<file path="config.mk">
export PLATFORM = sky130hd
export DESIGN_NAME = dmem_port_arbiter_flat
export DESIGN_NICKNAME = d
export VERILOG_FILES = /design/src/rtl/dmem_port_arbiter_if.sv /design/src/rtl/dmem_port_arbiter.sv /design/src/flat_wrapper.sv
export SDC_FILE = /design/constraint.sdc
export NUM_CORES = 1
export LEC_CHECK = 0
export ABC_AREA = 1
export ABC_CLOCK_PERIOD_IN_PS = 5900
export CORE_UTILIZATION = 47
export CTS_CLUSTER_SIZE = 25
export DETAILED_ROUTE_END_ITERATION = 8
export GPL_TIMING_DRIVEN = 0
export HOLD_SLACK_MARGIN = 0.15
export PLACE_DENSITY = 0.87
export SLEW_MARGIN = 20
export SYNTH_ARGS = -nofsm -noshare
export SYNTH_HDL_FRONTEND = slang
export SYNTH_SLANG_ARGS = --single-unit
</file>
<file path="constraint.sdc">
create_clock -name clock -period 5.9 [get_ports clock]
set_input_delay 0.885 -clock clock [delete_from_list [all_inputs] [get_ports clock]]
set_output_delay 0.885 -clock clock [all_outputs]
set_load 0.02 [all_outputs]
</file>
<file path="src/rtl/dmem_port_arbiter_if.sv">
// ----------------------------------------------------------------------------
// dmem_port_arbiter_if
//
// Purpose: bundles every bus signal around the data-memory port arbiter.
// This covers the two requester ports, the shared downstream memory port and
// the status outputs.
//
// Signals:
//   p0_* / p1_*      requester ports: read/write request, word address,
//                    store data, load data, one-cycle done pulse
//   d_mem_*          downstream port: read/write strobes, address, write
//                    data, ready (accept), valid (read data), read data
//   timeout_err      sticky watchdog abort flag
//   grant_owner      current / last granted port
//
// Modports:
//   slave   the arbiter's view
//   master  the surrounding system's view (requesters plus memory)
// ----------------------------------------------------------------------------
interface dmem_port_arbiter_if #(
    parameter int DATA_WIDTH   = 32,
    parameter int ADDRESS_BITS = 20
);
    logic                    p0_read;
    logic                    p0_write;
    logic [ADDRESS_BITS-1:0] p0_address;
    logic [DATA_WIDTH-1:0]   p0_wdata;
    logic [DATA_WIDTH-1:0]   p0_rdata;
    logic                    p0_done;

    logic                    p1_read;
    logic                    p1_write;
    logic [ADDRESS_BITS-1:0] p1_address;
    logic [DATA_WIDTH-1:0]   p1_wdata;
    logic [DATA_WIDTH-1:0]   p1_rdata;
    logic                    p1_done;

    logic                    d_mem_read;
    logic                    d_mem_write;
    logic [ADDRESS_BITS-1:0] d_mem_address;
    logic [DATA_WIDTH-1:0]   d_mem_in_data;
    logic                    d_mem_ready;
    logic                    d_mem_valid;
    logic [DATA_WIDTH-1:0]   d_mem_out_data;

    logic                    timeout_err;
    logic                    grant_owner;

    modport slave (
        input  p0_read, p0_write, p0_address, p0_wdata,
        output p0_rdata, p0_done,
        input  p1_read, p1_write, p1_address, p1_wdata,
        output p1_rdata, p1_done,
        output d_mem_read, d_mem_write, d_mem_address, d_mem_in_data,
        input  d_mem_ready, d_mem_valid, d_mem_out_data,
        output timeout_err, grant_owner
    );

    modport master (
        output p0_read, p0_write, p0_address, p0_wdata,
        input  p0_rdata, p0_done,
        output p1_read, p1_write, p1_address, p1_wdata,
        input  p1_rdata, p1_done,
        input  d_mem_read, d_mem_write, d_mem_address, d_mem_in_data,
        output d_mem_ready, d_mem_valid, d_mem_out_data,
        input  timeout_err, grant_owner
    );
endinterface

</file>
<file path="src/rtl/dmem_port_arbiter.sv">
// ----------------------------------------------------------------------------
// dmem_port_arbiter
//
// Purpose: shares one data-memory port between the core memory unit (port 0)
// and a secondary master such as a debug or DMA loader (port 1). Only one
// transaction is outstanding at a time. Ties are broken round-robin, and a
// watchdog aborts reads whose data never comes back.
//
// Ports:
//   clock   system clock; all state changes on the rising edge
//   reset   asynchronous, active-low reset
//   bus     dmem_port_arbiter_if.slave: both requester ports, the
//           downstream memory port, timeout_err and grant_owner
// ----------------------------------------------------------------------------
module dmem_port_arbiter #(
    parameter int DATA_WIDTH     = 32,
    parameter int ADDRESS_BITS   = 20,
    parameter int TIMEOUT_CYCLES = 255
) (
    input  logic                 clock,
    input  logic                 reset,
    dmem_port_arbiter_if.slave   bus
);

    typedef enum logic [1:0] {
        IDLE,
        ISSUE,
        WAIT,
        DONE
    } state_t;

    localparam logic [15:0] TIMEOUT_LIMIT = 16'(TIMEOUT_CYCLES);

    state_t                  state;
    state_t                  next_state;

    logic                    owner;
    logic                    last_grant;
    logic                    op_read;
    logic [ADDRESS_BITS-1:0] latched_address;
    logic [DATA_WIDTH-1:0]   latched_wdata;
    logic [15:0]             watchdog;
    logic [15:0]             watchdog_next;
    logic [DATA_WIDTH-1:0]   rdata0;
    logic [DATA_WIDTH-1:0]   rdata1;
    logic                    timeout_flag;

    logic                    pending0;
    logic                    pending1;
    logic                    take_grant;
    logic                    grant_port;
    logic                    capture_data;
    logic                    timeout_hit;

    assign pending0 = bus.p0_read | bus.p0_write;
    assign pending1 = bus.p1_read | bus.p1_write;

    always_comb begin
        next_state    = state;
        take_grant    = 1'b0;
        grant_port    = 1'b0;
        capture_data  = 1'b0;
        timeout_hit   = 1'b0;
        watchdog_next = watchdog;
        case (state)
            IDLE: begin
                if (pending0 | pending1) begin
                    take_grant = 1'b1;
                    // A tie goes to whichever port was not served last.
                    grant_port = (pending0 & pending1) ? ~last_grant : pending1;
                    next_state = ISSUE;
                end
            end
            ISSUE: begin
                if (bus.d_mem_ready) begin
                    next_state = op_read ? WAIT : DONE;
                end
            end
            WAIT: begin
                watchdog_next = watchdog + 16'd1;
                // Data arriving on the last allowed cycle still wins over the abort.
                if (bus.d_mem_valid) begin
                    capture_data = 1'b1;
                    next_state   = DONE;
                end else if (watchdog_next == TIMEOUT_LIMIT) begin
                    timeout_hit = 1'b1;
                    next_state  = DONE;
                end
            end
            DONE: begin
                watchdog_next = 16'd0;
                next_state    = IDLE;
            end
            default: begin
                next_state = IDLE;
            end
        endcase
    end

    always_ff @(posedge clock or negedge reset) begin
        if (!reset) begin
            state <= IDLE;
        end else begin
            state <= next_state;
        end
    end

    // last_grant starts at 1 so that port 0 wins the first tie after reset.
    always_ff @(posedge clock or negedge reset) begin
        if (!reset) begin
            owner           <= 1'b0;
            last_grant      <= 1'b1;
            op_read         <= 1'b0;
            latched_address <= '0;
            latched_wdata   <= '0;
            watchdog        <= 16'd0;
            rdata0          <= '0;
            rdata1          <= '0;
            timeout_flag    <= 1'b0;
        end else begin
            watchdog <= watchdog_next;
            // Read takes precedence when a port raises both read and write.
            if (take_grant) begin
                owner           <= grant_port;
                op_read         <= grant_port ? bus.p1_read : bus.p0_read;
                latched_address <= grant_port ? bus.p1_address : bus.p0_address;
                latched_wdata   <= grant_port ? bus.p1_wdata : bus.p0_wdata;
            end
            if (capture_data) begin
                if (owner) begin
                    rdata1 <= bus.d_mem_out_data;
                end else begin
                    rdata0 <= bus.d_mem_out_data;
                end
            end
            if (timeout_hit) begin
                timeout_flag <= 1'b1;
                if (owner) begin
                    rdata1 <= '0;
                end else begin
                    rdata0 <= '0;
                end
            end
            if (state == DONE) begin
                last_grant <= owner;
            end
        end
    end

    assign bus.d_mem_read    = (state == ISSUE) & op_read;
    assign bus.d_mem_write   = (state == ISSUE) & ~op_read;
    assign bus.d_mem_address = latched_address;
    assign bus.d_mem_in_data = latched_wdata;
    assign bus.p0_done       = (state == DONE) & ~owner;
    assign bus.p1_done       = (state == DONE) & owner;
    assign bus.p0_rdata      = rdata0;
    assign bus.p1_rdata      = rdata1;
    assign bus.timeout_err   = timeout_flag;
    assign bus.grant_owner   = owner;

endmodule

</file>
<file path="src/flat_wrapper.sv">
// flat-port wrapper written by rule: the top's interface ports become plain ports
module dmem_port_arbiter_flat 
#(
    parameter int DATA_WIDTH     = 32,
    parameter int ADDRESS_BITS   = 20,
    parameter int TIMEOUT_CYCLES = 255
)
  (clock, reset, bus_p0_read, bus_p0_write, bus_p0_address, bus_p0_wdata, bus_p0_rdata, bus_p0_done, bus_p1_read, bus_p1_write, bus_p1_address, bus_p1_wdata, bus_p1_rdata, bus_p1_done, bus_d_mem_read, bus_d_mem_write, bus_d_mem_address, bus_d_mem_in_data, bus_d_mem_ready, bus_d_mem_valid, bus_d_mem_out_data, bus_timeout_err, bus_grant_owner);
  dmem_port_arbiter_if #(.DATA_WIDTH(DATA_WIDTH), .ADDRESS_BITS(ADDRESS_BITS)) bus_i ();
  input  logic clock;
  input  logic reset;
  input wire logic [$bits(bus_i.p0_read)-1:0] bus_p0_read;
  input wire logic [$bits(bus_i.p0_write)-1:0] bus_p0_write;
  input wire logic [$bits(bus_i.p0_address)-1:0] bus_p0_address;
  input wire logic [$bits(bus_i.p0_wdata)-1:0] bus_p0_wdata;
  output wire logic [$bits(bus_i.p0_rdata)-1:0] bus_p0_rdata;
  output wire logic [$bits(bus_i.p0_done)-1:0] bus_p0_done;
  input wire logic [$bits(bus_i.p1_read)-1:0] bus_p1_read;
  input wire logic [$bits(bus_i.p1_write)-1:0] bus_p1_write;
  input wire logic [$bits(bus_i.p1_address)-1:0] bus_p1_address;
  input wire logic [$bits(bus_i.p1_wdata)-1:0] bus_p1_wdata;
  output wire logic [$bits(bus_i.p1_rdata)-1:0] bus_p1_rdata;
  output wire logic [$bits(bus_i.p1_done)-1:0] bus_p1_done;
  output wire logic [$bits(bus_i.d_mem_read)-1:0] bus_d_mem_read;
  output wire logic [$bits(bus_i.d_mem_write)-1:0] bus_d_mem_write;
  output wire logic [$bits(bus_i.d_mem_address)-1:0] bus_d_mem_address;
  output wire logic [$bits(bus_i.d_mem_in_data)-1:0] bus_d_mem_in_data;
  input wire logic [$bits(bus_i.d_mem_ready)-1:0] bus_d_mem_ready;
  input wire logic [$bits(bus_i.d_mem_valid)-1:0] bus_d_mem_valid;
  input wire logic [$bits(bus_i.d_mem_out_data)-1:0] bus_d_mem_out_data;
  output wire logic [$bits(bus_i.timeout_err)-1:0] bus_timeout_err;
  output wire logic [$bits(bus_i.grant_owner)-1:0] bus_grant_owner;
  assign bus_i.p0_read = bus_p0_read;
  assign bus_i.p0_write = bus_p0_write;
  assign bus_i.p0_address = bus_p0_address;
  assign bus_i.p0_wdata = bus_p0_wdata;
  assign bus_p0_rdata = bus_i.p0_rdata;
  assign bus_p0_done = bus_i.p0_done;
  assign bus_i.p1_read = bus_p1_read;
  assign bus_i.p1_write = bus_p1_write;
  assign bus_i.p1_address = bus_p1_address;
  assign bus_i.p1_wdata = bus_p1_wdata;
  assign bus_p1_rdata = bus_i.p1_rdata;
  assign bus_p1_done = bus_i.p1_done;
  assign bus_d_mem_read = bus_i.d_mem_read;
  assign bus_d_mem_write = bus_i.d_mem_write;
  assign bus_d_mem_address = bus_i.d_mem_address;
  assign bus_d_mem_in_data = bus_i.d_mem_in_data;
  assign bus_i.d_mem_ready = bus_d_mem_ready;
  assign bus_i.d_mem_valid = bus_d_mem_valid;
  assign bus_i.d_mem_out_data = bus_d_mem_out_data;
  assign bus_timeout_err = bus_i.timeout_err;
  assign bus_grant_owner = bus_i.grant_owner;
  dmem_port_arbiter #(.DATA_WIDTH(DATA_WIDTH), .ADDRESS_BITS(ADDRESS_BITS), .TIMEOUT_CYCLES(TIMEOUT_CYCLES)) u_core (.clock(clock), .reset(reset), .bus(bus_i));
endmodule
</file>
==> metrics.txt, run 1 <==
status=complete, no violations; max-cap viol count=0; met3 WL=1.53 mm; #FFs+latches synth=138; first-pass GRT wire length=32.8 mm; final setup fails=0; final WL=20.4 mm; peak supply drop=0.281 mV; Detail Route Antenna Nets=0; post-synth top area cell=dfrtp_1; Seq/Total Area, Yosys=0.539; post-place setup slack=2690 ps; Antenna diodes=0; layout filler cell count=922; max-slew violation count=0; Met2 Routed Length=10.4 mm; I/O Buffers=265; layout cells sized above 1=0.0786; Area growth syn-to-layout=55.4%; fmax=344 MHz; Synth Net Count=908; top cells by count, synth=264 x nand2_1, 137 x dfrtp_1, 77 x nor2_1, 58 x inv_1, 53 x a31oi_1; root buffer cell=clkbuf_16; hpwl dp=14.5 mm; Final Skew=6.78 ps; core area=13300 µm²; htree depth=4; Max Root-Sink Buffers=2; PwrDens=547 nW/µm²; worst-path cell chain=inv_1, ha_1, inv_1, nor2_1, clkdlybuf4s50_1; Post-CTS Resized=0; Static Leak=4.55 nW; Post-Synthesis Cell Area=6410 µm²; predominant post-synthesis flop cell=dfrtp_1; Slew @ Worst Pin=671 ps; post-CTS setup buffers=0; placed inst area=9310 µm²; DRT Pass-1 Iters=5; FP Rows=42; Fin. Hold Viols=0; unrepaired setup endpoints after global routing=no; worst endpoint required time=5020 ps; Vias=6352; CP endpoint kind=output port; YS warnings=0; die height=119 µm; post-synth top area share=0.535; DR iter-0 viols=429; Via density=5.16; worst path bufs/invs=3; Yosys cell types=28; pin count of the biggest net entering global routing=80; Synth Instances=758; Met1 Wirelength=7.80 mm; Top Metal Used=met4; vias in the first global route=6502; Comb pwr share=0.489; switch share=0.393; worst endpoint data arrival time=2020 ps; TritonCTS clock tree=built; Area contributors post-synth=dfrtp_1 53%, nand2_1 15%, mux2_2 5.6%; hold_buf cts=0; die area=14100 µm²; maximum fanout along the worst path=4; initial antenna violation count=0; Final WS setup=2990 ps; number of synthesized flops with an enable pin=0; Die X-Extent=119 µm; drt wl/cell=16.5 µm; crit path kind=reg -> out; layout net count=1193; startpoint types=flip-flop; Critical Path Max Stage Delay=710 ps; drt drc=0; Async S/R FF share, synth=1.00; Period Utilization, post-route=0.492; clock transition at the registers of the reported paths=60 ps; clk sink count=138; max_slew headroom=0.551; sequential share of power=0.298; final setup TNS=0 ps; total CTS buffers=17; Clock Power Share=0.212; post-layout min period=2910 ps; Hold Crit Class=in -> async; internal power=3.31 mW; Total GRT Usage=0.301; mean post-synth cell area=8.45 µm²; Overflow after GRT=0; design area=9960 µm²; clk_lat worst skew=420 ps; Net Sw Power=2.14 mW; critical path's most frequent cell=inv_1; delay-heaviest family, CP=buffers and inverters; boundary pin count=266; Routability Congestion=0.894; Initial Util=0.482; Slowest-stage cell, CP=clkdlybuf4s50_1; most numerous cell in the Yosys netlist=nand2_1
[cell usage in the layout, fill, tap and decap left out, drive strengths merged, types with 2 or more instances in the layout]
| cell | instances |
|---|---|
| a31oi | 53 |
| buf | 12 |
| bufinv | 4 |
| clkbuf | 49 |
| clkdlybuf4s50 | 264 |
| clkinv | 5 |
| dfrtp | 137 |
| ha | 6 |
| inv | 61 |
| mux2 | 32 |
| nand2 | 264 |
| nand3 | 51 |
| nand4 | 7 |
| nor2 | 82 |
| nor3 | 3 |
| o21ai | 14 |
| o22ai | 5 |
| xor2 | 2 |
[per-layer routing]
metal	GRT usage	up-vias
met5	0	-
met4	0.139	0
met3	0.0792	48
met2	0.526	293
met1	0.344	2995
li1	-	3016
[cells by family (layout without fill, tap and decap cells)]
group / Yosys count / after routing / synth area share
AO/OA/AOI/OAI: 75 / 75 / 0.0709
XOR/XNOR: 3 / 3 / 0.00410
adder cells (fa/ha/maj): 6 / 6 / 0.0117
buffers and inverters: 97 / 395 / 0.0609
flip-flops: 138 / 138 / 0.539
multiplexers: 32 / 32 / 0.0562
AND/OR/NAND/NOR: 407 / 407 / 0.257
[metrics by stage]
stage	cells	hold slack, ps	utilization	total power, mW
after floorplan	758	442	-	3.01
after global placement	1199	453	0.698	4.19
after detailed placement	1200	454	0.701	4.26
after CTS	1232	405	0.749	5.46
after global routing	1232	419	0.749	5.76
final	1232	384	0.749	5.45
[layout make-up]
type	instances	area [µm²]	share of cell area
Buffer	37	165	0.0166
Clock buffer	22	484	0.0486
Clock inverter	10	161	0.0162
Inverter	60	225	0.0226
Multi-Input combinational cell	523	2560	0.257
Sequential cell	138	3450	0.347
Tap cell	176	220	0.0221
Timing Repair Buffer	266	2690	0.270
[power by group through the flow]
| stage | Combinational [mW] | Sequential, mW | Clock, mW |
|---|---|---|---|
| 2_1_floorplan | 0.933 | 2.08 | 0 |
| 5_1_grt | 2.87 | 1.67 | 1.21 |
| 4_1_cts | 2.68 | 1.62 | 1.16 |
| 6_report | 2.67 | 1.63 | 1.16 |
| 3_5_place_dp | 2.64 | 1.62 | 0 |
| 3_3_place_gp | 2.59 | 1.60 | 0 |
[worst paths after layout]
kind	startpoint	to	slack (ps)	cells past startpoint
setup reg to reg	u_core.state[0]	u_core.op_read	3320	7
setup / recovery	u_core.state[1]	bus_d_mem_write	2990	5
hold / removal	reset	u_core.bus.p0_rdata[29]	380	1
max in group asynchronous	reset	u_core.last_grant	4750	2
min in group clock	u_core.last_grant	u_core.last_grant	470	2
hold reg to reg	u_core.last_grant	u_core.last_grant	470	2
(Power assumes the default switching activity.)
==> run 2: changes to the inputs <==
--- a/config.mk
+++ b/config.mk
@@ -6,13 +6,13 @@
 export NUM_CORES = 1
 export LEC_CHECK = 0
 export ABC_AREA = 1
-export ABC_CLOCK_PERIOD_IN_PS = 5900
-export CORE_UTILIZATION = 47
+export ABC_CLOCK_PERIOD_IN_PS = 2650
+export CORE_UTILIZATION = 39
 export CTS_CLUSTER_SIZE = 25
 export DETAILED_ROUTE_END_ITERATION = 8
 export GPL_TIMING_DRIVEN = 0
 export HOLD_SLACK_MARGIN = 0.15
-export PLACE_DENSITY = 0.87
+export PLACE_DENSITY = 0.77
 export SLEW_MARGIN = 20
 export SYNTH_ARGS = -nofsm -noshare
 export SYNTH_HDL_FRONTEND = slang
==> constraint.sdc (replaced) <==
create_clock -name clock -period 2.65 [get_ports clock]
set_input_delay 0.3975 -clock clock [delete_from_list [all_inputs] [get_ports clock]]
set_output_delay 0.3975 -clock clock [all_outputs]
set_load 0.02 [all_outputs]
==> run 2 against run 1 <==
Sequential power rose by 120%; utilization fell by 12 points; design area barely moved; via count fell by 3.8%; combinational power rose by 120%; sequential cell count did not move; power rose by 120%; clock power rose by 100%; count of clock-buffer cells in the layout fell by 4; die area rose by 20%; register-to-register slack got worse by 3000 ps; critical path type unchanged.
==> metrics.txt, run 2 (same netlist as run 1, synthesis figures left out) <==
design area=9950 µm² (about the same); root buffer cell=clkbuf_16; TritonCTS clock tree=built; status=complete, no violations; Hold Crit Class=reg -> reg; DRT Pass-1 Iters=4 (-1); Slew @ Worst Pin=675 ps (+3.82 ps); core area=15900 µm² (+20%); worst endpoint data arrival time=2030 ps (about the same); layout cells sized above 1=0.0804 (+0.00182); Antenna diodes=0 (unchanged); WHS=469 ps (+84.4 ps); post-CTS setup buffers=0 (unchanged); Overflow after GRT=0 (unchanged); clock transition at the registers of the reported paths=60 ps (about the same); CP endpoint kind=output port; clk_lat worst skew=420 ps (about the same); layout filler cell count=1420 (+54%); Final Skew=9.74 ps (+2.96 ps); Initial Util=0.402 (-0.0800); Routability Congestion=0.895 (about the same); worst endpoint required time=2250 ps (-2770 ps); htree depth=4 (unchanged); total CTS buffers=17 (unchanged); die area=16900 µm² (+20%); PwrDens=1180 nW/µm² (+120%); Via density=4.80 (-6.9%); Vias=6113 (-3.8%); Power Total=11.8 mW (+120%); most frequent cells in the layout=264 x nand2_1, 264 x clkdlybuf4s50_1, 137 x dfrtp_1; startpoint types=flip-flop; Static Leak=4.53 nW (-0.55%); drt wl/cell=15.5 µm (-6.3%); Max Root-Sink Buffers=2 (unchanged); vias in the first global route=5960 (-8.3%); max-slew violation count=0 (unchanged); Total GRT Usage=0.239 (-0.0624); clk sink count=138 (unchanged); first-pass GRT wire length=30.6 mm (-6.6%); Period Utilization, post-route=0.916; crit path kind=reg -> out; Fin. Hold Viols=0 (unchanged); layout net count=1194 (+0.084%); FP Rows=46 (+9.5%); max-cap viol count=0 (unchanged); unrepaired setup endpoints after global routing=no; fmax=412 MHz; final WL=19.7 mm (-3.2%); drt drc=0 (unchanged); Register Area=3450 µm² (unchanged); Die X-Extent=130 µm (+9.6%); Detail Route Antenna Nets=0 (unchanged); peak supply drop=0.680 mV (+140%); initial antenna violation count=0 (unchanged); Area growth syn-to-layout=55.3% (about the same); placed inst area=9360 µm² (+0.54%); die height=130 µm (+9.6%); pin count of the biggest net entering global routing=77 (-3.8%); hpwl dp=14.7 mm (+1.3%); boundary pin count=266 (unchanged); I/O Buffers=265 (unchanged); post-layout min period=2430 ps; area of the multi-input gates=2570 µm² (+0.15%); maximum fanout along the worst path=4 (unchanged); final setup fails=0 (unchanged); max_slew headroom=0.548 (-0.00256); DR iter-0 viols=228 (-47%)
==> run 2: per-stage QoR <==
step           TNS (ps)  worst slack (ps)  utilization  cells
2_1_floorplan         0               734            -    758
3_3_place_gp    -620300             -4520        0.585   1239
3_5_place_dp       -224             -45.8        0.587   1240
4_1_cts               0               107        0.624   1273
5_1_grt               0              87.8        0.624   1273
6_report              0               222        0.624   1273
==> run 2: layout make-up <==
class | count | area share
clock inverters | 14 | 0.0147
flip-flops and latches | 138 | 0.347
inverters | 60 | 0.0226
plain buffers | 37 | 0.0167
well taps | 216 | 0.0271
repair buffers | 267 | 0.271
multi-input cells | 523 | 0.258
clock buffers | 18 | 0.0431
==> run 2: layer usage <==
metal	part of all wire	GRT usage	wire length (µm)
met1	0.40	0.272	7890
met2	0.49	0.406	9630
met3	0.090	0.0890	1770
met4	0.022	0.0930	443
met5	0	0	0
==> run 2: worst max-delay path, stage by stage (launching register included) <==
cell and delay (ps):
dfrtp_1 410, inv_1 110, ha_1 180, inv_1 60
nor2_1 150, clkdlybuf4s50_1 690
==> run 2: power by group <==
group | switching, mW | internal [mW] | total (mW)
registers | 0.519 | 3.05 | 3.57
clock network | 0.933 | 1.39 | 2.32
logic | 3.25 | 2.64 | 5.89
==> run 2: path summary, 6_finish.rpt <==
check,from,to,slack (ps),depth (start not counted)
max,u_core.state[1],bus_d_mem_write,220,5
min,u_core.last_grant,u_core.last_grant,470,2
max reg2reg,u_core.watchdog[1],flip-flop,350,10
min reg2reg,u_core.last_grant,u_core.last_grant,470,2
max in group asynchronous,reset,u_core.bus.p0_rdata[6],1380,3
min in group asynchronous,reset,u_core.bus.p0_rdata[12],520,2
==> run 2: timing repair <==
action / CTS / global route
endpoints found under the hold margin: 61 / 0
setup endpoints to repair: 0 / 19
hold buffers: 1 / 0
gates resized for setup: 0 / 3
